## src/rtl/if_bpu_pkg.sv

```systemverilog
//------------------------------------------------------------------------------
// if_bpu_pkg : counter encodings, saturating update and default BPU geometry
// Rev 1.0
//------------------------------------------------------------------------------
`default_nettype none

package if_bpu_pkg;

   typedef enum logic [1:0] {
      SNT = 2'd0,
      WNT = 2'd1,
      WT  = 2'd2,
      ST  = 2'd3
   } ctr_t;

   localparam int XLEN_DFLT        = 32;
   localparam int BTB_ENTRIES_DFLT = 16;
   localparam int BHT_ENTRIES_DFLT = 64;
   localparam int GHR_BITS_DFLT    = 6;
   localparam int BTB_IDX_W        = $clog2(BTB_ENTRIES_DFLT);
   localparam int BHT_IDX_W        = $clog2(BHT_ENTRIES_DFLT);
   localparam int BTB_TAG_W        = XLEN_DFLT - 2 - BTB_IDX_W;

   function automatic ctr_t ctr_next(input ctr_t c, input logic taken);
      ctr_t n;
      n = c;
      if (taken) begin
         if (c != ST) n = ctr_t'(c + 2'd1);
      end else begin
         if (c != SNT) n = ctr_t'(c - 2'd1);
      end
      return n;
   endfunction

endpackage

`default_nettype wire

```

## src/rtl/if_btb.sv

```systemverilog
//------------------------------------------------------------------------------
// if_btb : direct-mapped branch target buffer, async read, sync write
// Rev 1.0
//------------------------------------------------------------------------------
`default_nettype none

module if_btb #(
   parameter int XLEN    = 32,
   parameter int ENTRIES = 16,
   parameter int IDX_W   = $clog2(ENTRIES),
   parameter int TAG_W   = XLEN - 2 - IDX_W
) (
   input  logic             clk,
   input  logic             reset_n,
   input  logic [IDX_W-1:0] rd_idx,
   input  logic [TAG_W-1:0] rd_tag,
   output logic             rd_hit,
   output logic [XLEN-1:0]  rd_target,
   input  logic             wr_en,
   input  logic [IDX_W-1:0] wr_idx,
   input  logic [TAG_W-1:0] wr_tag,
   input  logic [XLEN-1:0]  wr_target
);

   logic             valid_q  [ENTRIES];
   logic             valid_d  [ENTRIES];
   logic [TAG_W-1:0] tag_q    [ENTRIES];
   logic [TAG_W-1:0] tag_d    [ENTRIES];
   logic [XLEN-1:0]  target_q [ENTRIES];
   logic [XLEN-1:0]  target_d [ENTRIES];

   assign rd_hit    = valid_q[rd_idx] && (tag_q[rd_idx] == rd_tag);
   assign rd_target = target_q[rd_idx];

   always_comb begin
      valid_d  = valid_q;
      tag_d    = tag_q;
      target_d = target_q;
      if (wr_en) begin
         valid_d[wr_idx]  = 1'b1;
         tag_d[wr_idx]    = wr_tag;
         target_d[wr_idx] = wr_target;
      end
   end

   always_ff @(posedge clk or negedge reset_n) begin
      if (!reset_n) begin
         for (int i = 0; i < ENTRIES; i++) valid_q[i] <= 1'b0;
      end else begin
         valid_q <= valid_d;
      end
   end

   // Tag/target payload is qualified by valid, so it needs no reset.
   always_ff @(posedge clk) begin
      tag_q    <= tag_d;
      target_q <= target_d;
   end

endmodule

`default_nettype wire

```

## src/rtl/if_fetch_btb.sv

```systemverilog
//------------------------------------------------------------------------------
// if_fetch_btb : fetch PC with same-cycle BTB + 2-bit counter prediction and
//                EX-driven repair. Define GSHARE_EN for gshare-indexed counters.
// Rev 1.0
//------------------------------------------------------------------------------
`default_nettype none

module if_fetch_btb
   import if_bpu_pkg::*;
#(
   parameter int              XLEN        = XLEN_DFLT,
   parameter int              BTB_ENTRIES = BTB_ENTRIES_DFLT,
   parameter int              BHT_ENTRIES = BHT_ENTRIES_DFLT,
   parameter int              GHR_BITS    = GHR_BITS_DFLT,
   parameter logic [XLEN-1:0] RESET_PC    = '0
) (
   input  logic            clk,
   input  logic            reset_n,
   input  logic            stall,
   input  logic            ex_valid,
   input  logic [XLEN-1:0] ex_pc,
   input  logic            ex_taken,
   input  logic [XLEN-1:0] ex_target,
   input  logic            ex_pred_taken,
   input  logic [XLEN-1:0] ex_pred_target,
   output logic [XLEN-1:0] inst_mem_read_addr,
   output logic            inst_mem_read_enable,
   output logic            if_pred_taken,
   output logic [XLEN-1:0] if_pred_target,
   output logic            flush
);

   localparam int              BTB_W  = $clog2(BTB_ENTRIES);
   localparam int              BHT_W  = $clog2(BHT_ENTRIES);
   localparam int              TAG_W  = XLEN - 2 - BTB_W;
   localparam logic [XLEN-1:0] PC_INC = XLEN'(4);

   if (GHR_BITS < 2 || GHR_BITS > BHT_W) begin : g_ghr_check
      $error("if_fetch_btb: GHR_BITS must be in 2..log2(BHT_ENTRIES)");
   end

   logic [XLEN-1:0]  pc_q, pc_d;
   ctr_t             ctr_q [BHT_ENTRIES];
   ctr_t             ctr_d [BHT_ENTRIES];
   logic             btb_hit;
   logic [XLEN-1:0]  btb_target;
   logic [BHT_W-1:0] fetch_bht_idx;
   logic [BHT_W-1:0] ex_bht_idx;
   logic             mispredict;

`ifdef GSHARE_EN
   logic [GHR_BITS-1:0] ghr_q, ghr_d;
   logic [BHT_W-1:0]    ghr_ext;

   always_comb begin
      ghr_ext                = '0;
      ghr_ext[GHR_BITS-1:0]  = ghr_q;
   end

   assign fetch_bht_idx = pc_q[2 +: BHT_W] ^ ghr_ext;
   assign ex_bht_idx    = ex_pc[2 +: BHT_W] ^ ghr_ext;

   // History is only updated at resolve, never speculatively at fetch.
   always_comb begin
      ghr_d = ghr_q;
      if (ex_valid) ghr_d = {ghr_q[GHR_BITS-2:0], ex_taken};
   end

   always_ff @(posedge clk or negedge reset_n) begin
      if (!reset_n) ghr_q <= '0;
      else          ghr_q <= ghr_d;
   end
`else
   assign fetch_bht_idx = pc_q[2 +: BHT_W];
   assign ex_bht_idx    = ex_pc[2 +: BHT_W];
`endif

   if_btb #(
      .XLEN    (XLEN),
      .ENTRIES (BTB_ENTRIES),
      .IDX_W   (BTB_W),
      .TAG_W   (TAG_W)
   ) u_btb (
      .clk       (clk),
      .reset_n   (reset_n),
      .rd_idx    (pc_q[2 +: BTB_W]),
      .rd_tag    (pc_q[XLEN-1 -: TAG_W]),
      .rd_hit    (btb_hit),
      .rd_target (btb_target),
      .wr_en     (ex_valid && ex_taken),
      .wr_idx    (ex_pc[2 +: BTB_W]),
      .wr_tag    (ex_pc[XLEN-1 -: TAG_W]),
      .wr_target (ex_target)
   );

   assign if_pred_taken  = btb_hit && ctr_q[fetch_bht_idx][1];
   assign if_pred_target = if_pred_taken ? btb_target : pc_q + PC_INC;

   assign mispredict = reset_n && ex_valid &&
                       ((ex_taken != ex_pred_taken) ||
                        (ex_taken && (ex_target != ex_pred_target)));
   assign flush      = mispredict;

   assign inst_mem_read_addr   = pc_q;
   assign inst_mem_read_enable = reset_n;

   // Redirect beats stall: the stalled instruction is younger and gets flushed.
   always_comb begin
      pc_d = if_pred_target;
      if (mispredict)  pc_d = ex_taken ? ex_target : ex_pc + PC_INC;
      else if (stall)  pc_d = pc_q;
   end

   always_comb begin
      ctr_d = ctr_q;
      if (ex_valid) ctr_d[ex_bht_idx] = ctr_next(ctr_q[ex_bht_idx], ex_taken);
   end

   always_ff @(posedge clk or negedge reset_n) begin
      if (!reset_n) begin
         pc_q <= RESET_PC;
         for (int i = 0; i < BHT_ENTRIES; i++) ctr_q[i] <= WNT;
      end else begin
         pc_q  <= pc_d;
         ctr_q <= ctr_d;
      end
   end

endmodule

`default_nettype wire

```

## config.mk

```make
export PLATFORM = sky130hd
export DESIGN_NAME = if_fetch_btb
export DESIGN_NICKNAME = d
export VERILOG_FILES = /design/src/rtl/if_bpu_pkg.sv /design/src/rtl/if_btb.sv /design/src/rtl/if_fetch_btb.sv
export SDC_FILE = /design/constraint.sdc
export NUM_CORES = 2
export LEC_CHECK = 0
export CAP_MARGIN = 20
export CORE_UTILIZATION = 61
export DETAILED_ROUTE_END_ITERATION = 10
export GPL_TIMING_DRIVEN = 0
export PLACE_DENSITY = 0.8
export SYNTH_ARGS = -nofsm -noshare
export SYNTH_HDL_FRONTEND = slang
export SYNTH_HIERARCHICAL = 1
export SYNTH_SLANG_ARGS = --single-unit
```

## constraint.sdc

```tcl
create_clock -name clk -period 7.7 [get_ports clk]
set_clock_uncertainty 0.15 [all_clocks]
set_input_delay 2.31 -clock clk [delete_from_list [all_inputs] [get_ports clk]]
set_output_delay 2.31 -clock clk [all_outputs]
set_load 0.05 [all_outputs]
```

Word level (Yosys, flattened, before mapping)
Index checks and enable logic that the tools add are counted.
- register bits after elaboration: 1104
- input port bits: 102
- output and inout bits: 67
- word-level logic and storage cells: 177
- add/subtract/negate cells: 4
- magnitude comparators: 6
- equal/unequal tests: 5
- multiplexer cells: 34
- bitwise gates (word level): 5
- reductions and logical operators: 10
- operators by type and width (operator ; count):
    bitwise mux 512 bit ; 1
    bitwise mux 416 bit ; 1
    two-way mux 32 bit ; 7
    binary-select mux 32 bit (select 4 bit) ; 1
    bitwise mux 128 bit ; 1
    demux 32 bit (select 4 bit) ; 1
    binary-select mux 26 bit (select 4 bit) ; 1
    demux 26 bit (select 4 bit) ; 1
    two-way mux 26 bit ; 3
    adder 32 x 3 -> 32 bit (second input constant) ; 2
    inequality test 32 bit ; 1
    == test 26 bit ; 1
    binary-select mux 2 bit (select 6 bit) ; 2
    two-way mux 2 bit ; 9
    bitwise OR 16 bit ; 1
    greater-or-equal comparator 7 bit (second input constant) ; 2
    NOT 6 -> 7 bit ; 2
    demux 2 bit (select 6 bit) ; 1
    greater-or-equal comparator 5 bit (second input constant) ; 2
    NOT 4 -> 5 bit ; 2
    logical AND 1 bit ; 8
    < comparator 7 x 1 -> 1 bit (second input constant) ; 1
    < comparator 5 x 1 -> 1 bit (second input constant) ; 1
    binary-select mux 1 bit (select 4 bit) ; 1
    other kinds (9) ; 11

Depth between registers and ports, before layout
- depth in word-level cells: 10
- mapped depth: 22
- depth with buffers taken out: 14

Hierarchy
The synthesis kept the hierarchy.
- by module, submodules not included (module ; instances ; cells each ; area an instance (um^2) ; sequential area each (um^2)):
    if_btb ; 1 ; 1537 ; 36457.5 ; 28267.1
    if_fetch_btb ; 1 ; 1082 ; 10867.9 ; 4083.9

Worst setup path before layout
Ideal clock, no wire load.
- path kind: input to register
- start: input ex_taken
- end: register u_btb/valid_q[15] in the netlist's numbering
- setup time: 89 ps
- data arrival time: 8065 ps
- required time: 7461 ps
- setup slack: -604 ps
- stages: 6
- path buffers: 2
- path through: clkbuf_1 -> buf_1 -> and2_1 -> or3b_2 -> nor3_1 -> or2_2
- word-level cells in the longest chain between the ends: 1
- RTL lines (item ; RTL line ; RTL):
    start, declared ; if_fetch_btb.sv:22 ; input logic ex_taken,
    logical AND 1 bit ; if_fetch_btb.sv:90 ; .wr_en (ex_valid && ex_taken),
    end signal, assigned ; if_btb.sv:50 ; valid_q <= valid_d;
    end, declared ; if_btb.sv:25 ; logic valid_q [ENTRIES];
Every way passes these cells.
A chain may end at the register's enable or synchronous reset.

Worst setup path in the final report
- start: register pc_q[2] (netlist: inst_mem_read_addr[2])
- end: output if_pred_target[22]
- word-level cells in the longest chain between the ends: 8
- elaborated cells on any way between the ends: 19
- those cells by class: add/sub: 1; eq/ne: 1; mux: 13; bitwise: 2; reduce/logical: 2
- RTL lines (item ; RTL line ; RTL):
    start, declared ; if_fetch_btb.sv:42 ; logic [XLEN-1:0] pc_q, pc_d;
    start signal, assigned ; if_fetch_btb.sv:124 ; pc_q <= pc_d;
    NOT 4 -> 5 bit (not written as such) * ; if_btb.sv:32 ; assign rd_hit = valid_q[rd_idx] && (tag_q[rd_idx] == rd_tag);
    binary-select mux 26 bit (select 4 bit) ; if_btb.sv:32 ;
    two-way mux 26 bit (not written as such) (2 in a row) ; if_btb.sv:32 ;
    == test 26 bit ; if_btb.sv:32 ;
    logical AND 1 bit * ; if_btb.sv:32 ;
    named net btb_hit ; if_fetch_btb.sv:45 ; logic btb_hit;
    logical AND 1 bit * ; if_fetch_btb.sv:96 ; assign if_pred_taken = btb_hit && ctr_q[fetch_bht_idx][1];
    two-way mux 32 bit * ; if_fetch_btb.sv:97 ; assign if_pred_target = if_pred_taken ? btb_target : pc_q + PC_INC;
    end, declared ; if_fetch_btb.sv:29 ; output logic [XLEN-1:0] if_pred_target,
Mark *: on every way through the listed nets, which the timed path passes. The rest lies on a longest branch. The select of a mux whose other input is x is not followed.

==> results <==
- The mean post-synth cell area is 18.1 um2.
- Measured against its own limit, the worst slew margin works out to 0.268.
- Summed over all layers, the routed wires come to 145000 um.
- The mapped netlist covers 0.0473 mm2.
- The clock tree synthesis step divided the H-tree into 3 levels.
- The floorplan has 101 rows.
- The clock sink count is 1104.
- Setup violations remaining at the end of the flow were counted as 33.
- The leakage power is 19.6 nW.
- The final critical delay including setup and external delays is 8.00 ns.
- TritonCTS built the clock tree.
- Synthesis handed over a netlist of 2619 instances.
- Based on the critical path, the design can be clocked at up to 0.125 GHz.
- Setup slack on the critical path of the routed design comes to -0.297 ns.
- The tree is rooted in a sky130_fd_sc_hd__clkbuf_16.
- The clock latency at the later pin of the worst-skew pair is 0.68 ns.
- The effective utilization at floorplan is 0.620.
- The net count of the finished layout is 3131.
- The worst setup path is captured at a primary output.
- The fraction of layout instances using a drive strength above 1 is 0.326.
- The maximum number of pins on one net before global-route repair is 105.
- The synthesized design contains 928 enable-type register cells.
- The distinct cell type count after synthesis is 83.
- The largest voltage drop on the vdd net is 0.307 mV.
- The die span in x is 281 um.
- The worst-margin pin slew is 1.09 ns.
- The number of global-route vias before repair is 29.1k.
- The most instantiated flip-flop cell in the synthesis netlist is sky130_fd_sc_hd__edfxtp_1.
- The number of placed instances, taps included is 3865.
- The wire length of the first global-routing pass is 205000 um.
- Of the post-synthesis cell area, the dominant cell type holds 0.589.
- The number of antenna violations at the first check in global routing came to 10.
- The post-detailed-route count of antenna-violating nets is 0.
- The clock transition time at the flip-flop clock pins of the worst setup and hold paths is 0.06 ns.
- The post-layout instance count excluding filler cells is 4145.
- The number of buffers inserted by port buffering is 166.
- Detailed placement ended at an HPWL of 95600 um.
- The maximum clock path buffer count is 3.
- The final hold slack is 0.327 ns.
- The arrival time of data at the critical path endpoint is 5.54 ns.
- The final reports fail on setup timing.
- The post-synthesis to final-layout area growth is 20.4%.
- After detailed routing, the average wire length per cell comes to 35.0 um.
- The count of final max-slew check failures came to 0.
- In the routed design, unresolved DRC markers number 0.
- After floorplanning, the core was sized to cover 0.0763 mm2.
- Setup repair after global routing could not meet its margin everywhere.
- The data required time at the worst endpoint is 5.24 ns.
- In the global route stage, overall resource usage came out at 0.375.
- By area the synthesized netlist is led by sky130_fd_sc_hd__edfxtp_1, sky130_fd_sc_hd__mux4_2, sky130_fd_sc_hd__dfrtp_1.
- For this run, the share of the core covered by cells in the final layout is 0.747.
- The fill cell instance count of the final layout is 4292.
- The die outline area is 0.0787 mm2.
- The final hold violation count is 0.
- The share of the clock period used by the worst path after layout is 1.04.
- The biggest fanout along the worst timing path is 7.
- The max capacitance violation total is 0.
- In the layout the commonest cells are sky130_fd_sc_hd__edfxtp_1, sky130_fd_sc_hd__mux4_2, sky130_fd_sc_hd__nand2_1.
- Leaving out fill and tap cells, the most frequent cell in the layout is sky130_fd_sc_hd__edfxtp_1.
- The flow ran to the end, but the final reports show violations.
- After the first detailed-routing iteration, the DRC count stood at 4413.
- The class of the most critical hold timing path is flop to flop.
- The I/O pin count is 169.
- The total grt overflow is 0.
- The setup path with the least slack is of type flop to primary output.
- The height of the die is 281 um.
- The post-synth net total is 2723.
- The launching element type of the critical path is a flop.
- Dividing total power by cell area gives a power density of 289 mW/mm2.
- Routability-driven placement finished with a final weighted congestion of 0.958.
- The number of warning messages in the yosys log is 6.
- The post-synthesis sequential element count is 1104.
- The cell taking the most area after synthesis is sky130_fd_sc_hd__edfxtp_1.
- Across all layers, the routed design uses 29.2k vias.
- The clock buffer count from CTS is 107.
- The sum of internal, switching and leakage power is 16.5 mW.
- The share of async-settable or async-resettable flops after synthesis is 0.159.
- The via count normalized by instance count is 7.04.
- The number of hold buffers added after CTS was 0.
- Before antenna repair, the detailed router went through 7 iterations.
- The share of the Yosys chip area taken by registers is 0.684.
[cell families (layout without fill, tap and decap cells)]
kind of cell | Yosys count | in the layout | share of synthesized area
AOI/OAI and AO/OA | 235 | 235 | 0.0317
DFF | 1104 | 1104 | 0.684
muxes | 491 | 491 | 0.191
xor gates and xnor gates | 113 | 113 | 0.0209
other | 0 | 2 | 0
adders and majority gates | 3 | 3 | 0.000740
buffers and inverters | 186 | 680 | 0.0201
and+or+nand+nor | 487 | 487 | 0.0521
[power by group]
group | switching, mW | total [mW] | internal, mW | leakage, nW
registers | 0.263 | 7.00 | 6.74 | 10.4
logic | 2.35 | 4.18 | 1.83 | 7.38
clock network | 2.25 | 5.28 | 3.03 | 1.73
total | 4.86 | 16.5 | 11.6 | 19.6
[flip-flops by register name, summed over array words and instances (netlist names)]
register,flops
ctr_q,128
u_btb/target_q,512
u_btb/valid_q,16
inst_mem_read_addr,32
u_btb/tag_q,416
[worst paths after layout]
| check | startpoint | to | slack, ns | depth (start not counted) |
|---|---|---|---|---|
| worst max-delay path | inst_mem_read_addr[2] | if_pred_target[22] | -0.30 | 23 |
| worst min-delay path | u_btb/valid_q[3] | u_btb/valid_q[3] | 0.33 | 1 |
| worst max register to register | inst_mem_read_addr[2] | inst_mem_read_addr[3] | 2.46 | 22 |
| worst min register to register | u_btb/valid_q[3] | u_btb/valid_q[3] | 0.33 | 1 |
| max in group asynchronous | reset_n | u_btb/valid_q[2] | 5.14 | 2 |
| min in group asynchronous | reset_n | ctr_q[39] | 1.43 | 1 |
[routing by layer]
metal / wire length, um / track usage / vias to the layer above
met2: 68100 / 0.583 / 2427
met1: 51100 / 0.502 / 14900
met3: 19100 / 0.107 / 459
li1: - / - / 11300
met5: 45 / 0 / -
met4: 6550 / 0.157 / 8
[worst max-delay path: stages, from the launching register on]
cell                       delay (ns)
sky130_fd_sc_hd__dfrtp_2         0.48
sky130_fd_sc_hd__buf_12          0.15
sky130_fd_sc_hd__buf_16          0.13
sky130_fd_sc_hd__buf_12          0.13
sky130_fd_sc_hd__buf_12          0.12
sky130_fd_sc_hd__mux4_2          0.52
sky130_fd_sc_hd__mux2i_2         0.24
sky130_fd_sc_hd__mux2i_4         0.15
sky130_fd_sc_hd__xor2_2          0.18
sky130_fd_sc_hd__nor4_2          0.36
sky130_fd_sc_hd__o221ai_4        0.21
sky130_fd_sc_hd__nor4_4          0.31
sky130_fd_sc_hd__buf_6           0.18
sky130_fd_sc_hd__o311ai_4        0.10
sky130_fd_sc_hd__or4_4           0.46
sky130_fd_sc_hd__nor4_4          0.13
sky130_fd_sc_hd__buf_4           0.17
sky130_fd_sc_hd__nor2_4          0.07
sky130_fd_sc_hd__inv_4           0.09
sky130_fd_sc_hd__buf_12          0.13
sky130_fd_sc_hd__buf_12          0.13
sky130_fd_sc_hd__buf_4           0.12
sky130_fd_sc_hd__o21ai_4         0.08
sky130_fd_sc_hd__buf_6           0.17
[repair_timing]
action / in CTS / in global routing
buffers inserted: 37 / 45
pin swaps: 14 / 9
gates resized for setup: 499 / 59
endpoints found under the setup margin: 34 / 34
gates cloned: 2 / 1
[synthesized netlist by cell type, drive strengths merged, types with 13 or more instances]
cell / instances
and3: 14
dfstp: 64
mux4: 315
a21oi: 46
nand2: 154
o21ai: 80
a31oi: 13
nor4: 18
mux2: 89
mux2i: 87
edfxtp: 928
nor2: 106
a21o: 17
nand4: 14
nor3: 26
dfrtp: 112
nand3: 57
or2: 18
xor2: 43
xnor2: 70
buf: 90
clkbuf: 60
inv: 33
[metrics by stage]
step / instance area, um2 / setup WS, ns / setup TNS (ns)
2_1_floorplan: 47400 / -0.0214 / -0.0428
3_3_place_gp: 50300 / -7.01 / -2835.63
3_5_place_dp: 51600 / -2.53 / -73.83
4_1_cts: 56400 / -0.222 / -4.75
5_1_grt: 57000 / -0.424 / -11.91
6_report: 57000 / -0.297 / -8.19
[area by class of cell]
class                   count  area (um2)  area share
diodes                      2        5.00   0.0000878
clock buffers             144        3000      0.0526
plain buffers             148        1250      0.0219
well taps                1030        1290      0.0226
flip-flops and latches   1104       32400       0.568
repair buffers            301        3720      0.0653
clock inverters            51         524     0.00920
multi-input cells        1329       14700       0.258
inverters                  36         153     0.00268
(Power assumes the default switching activity.)
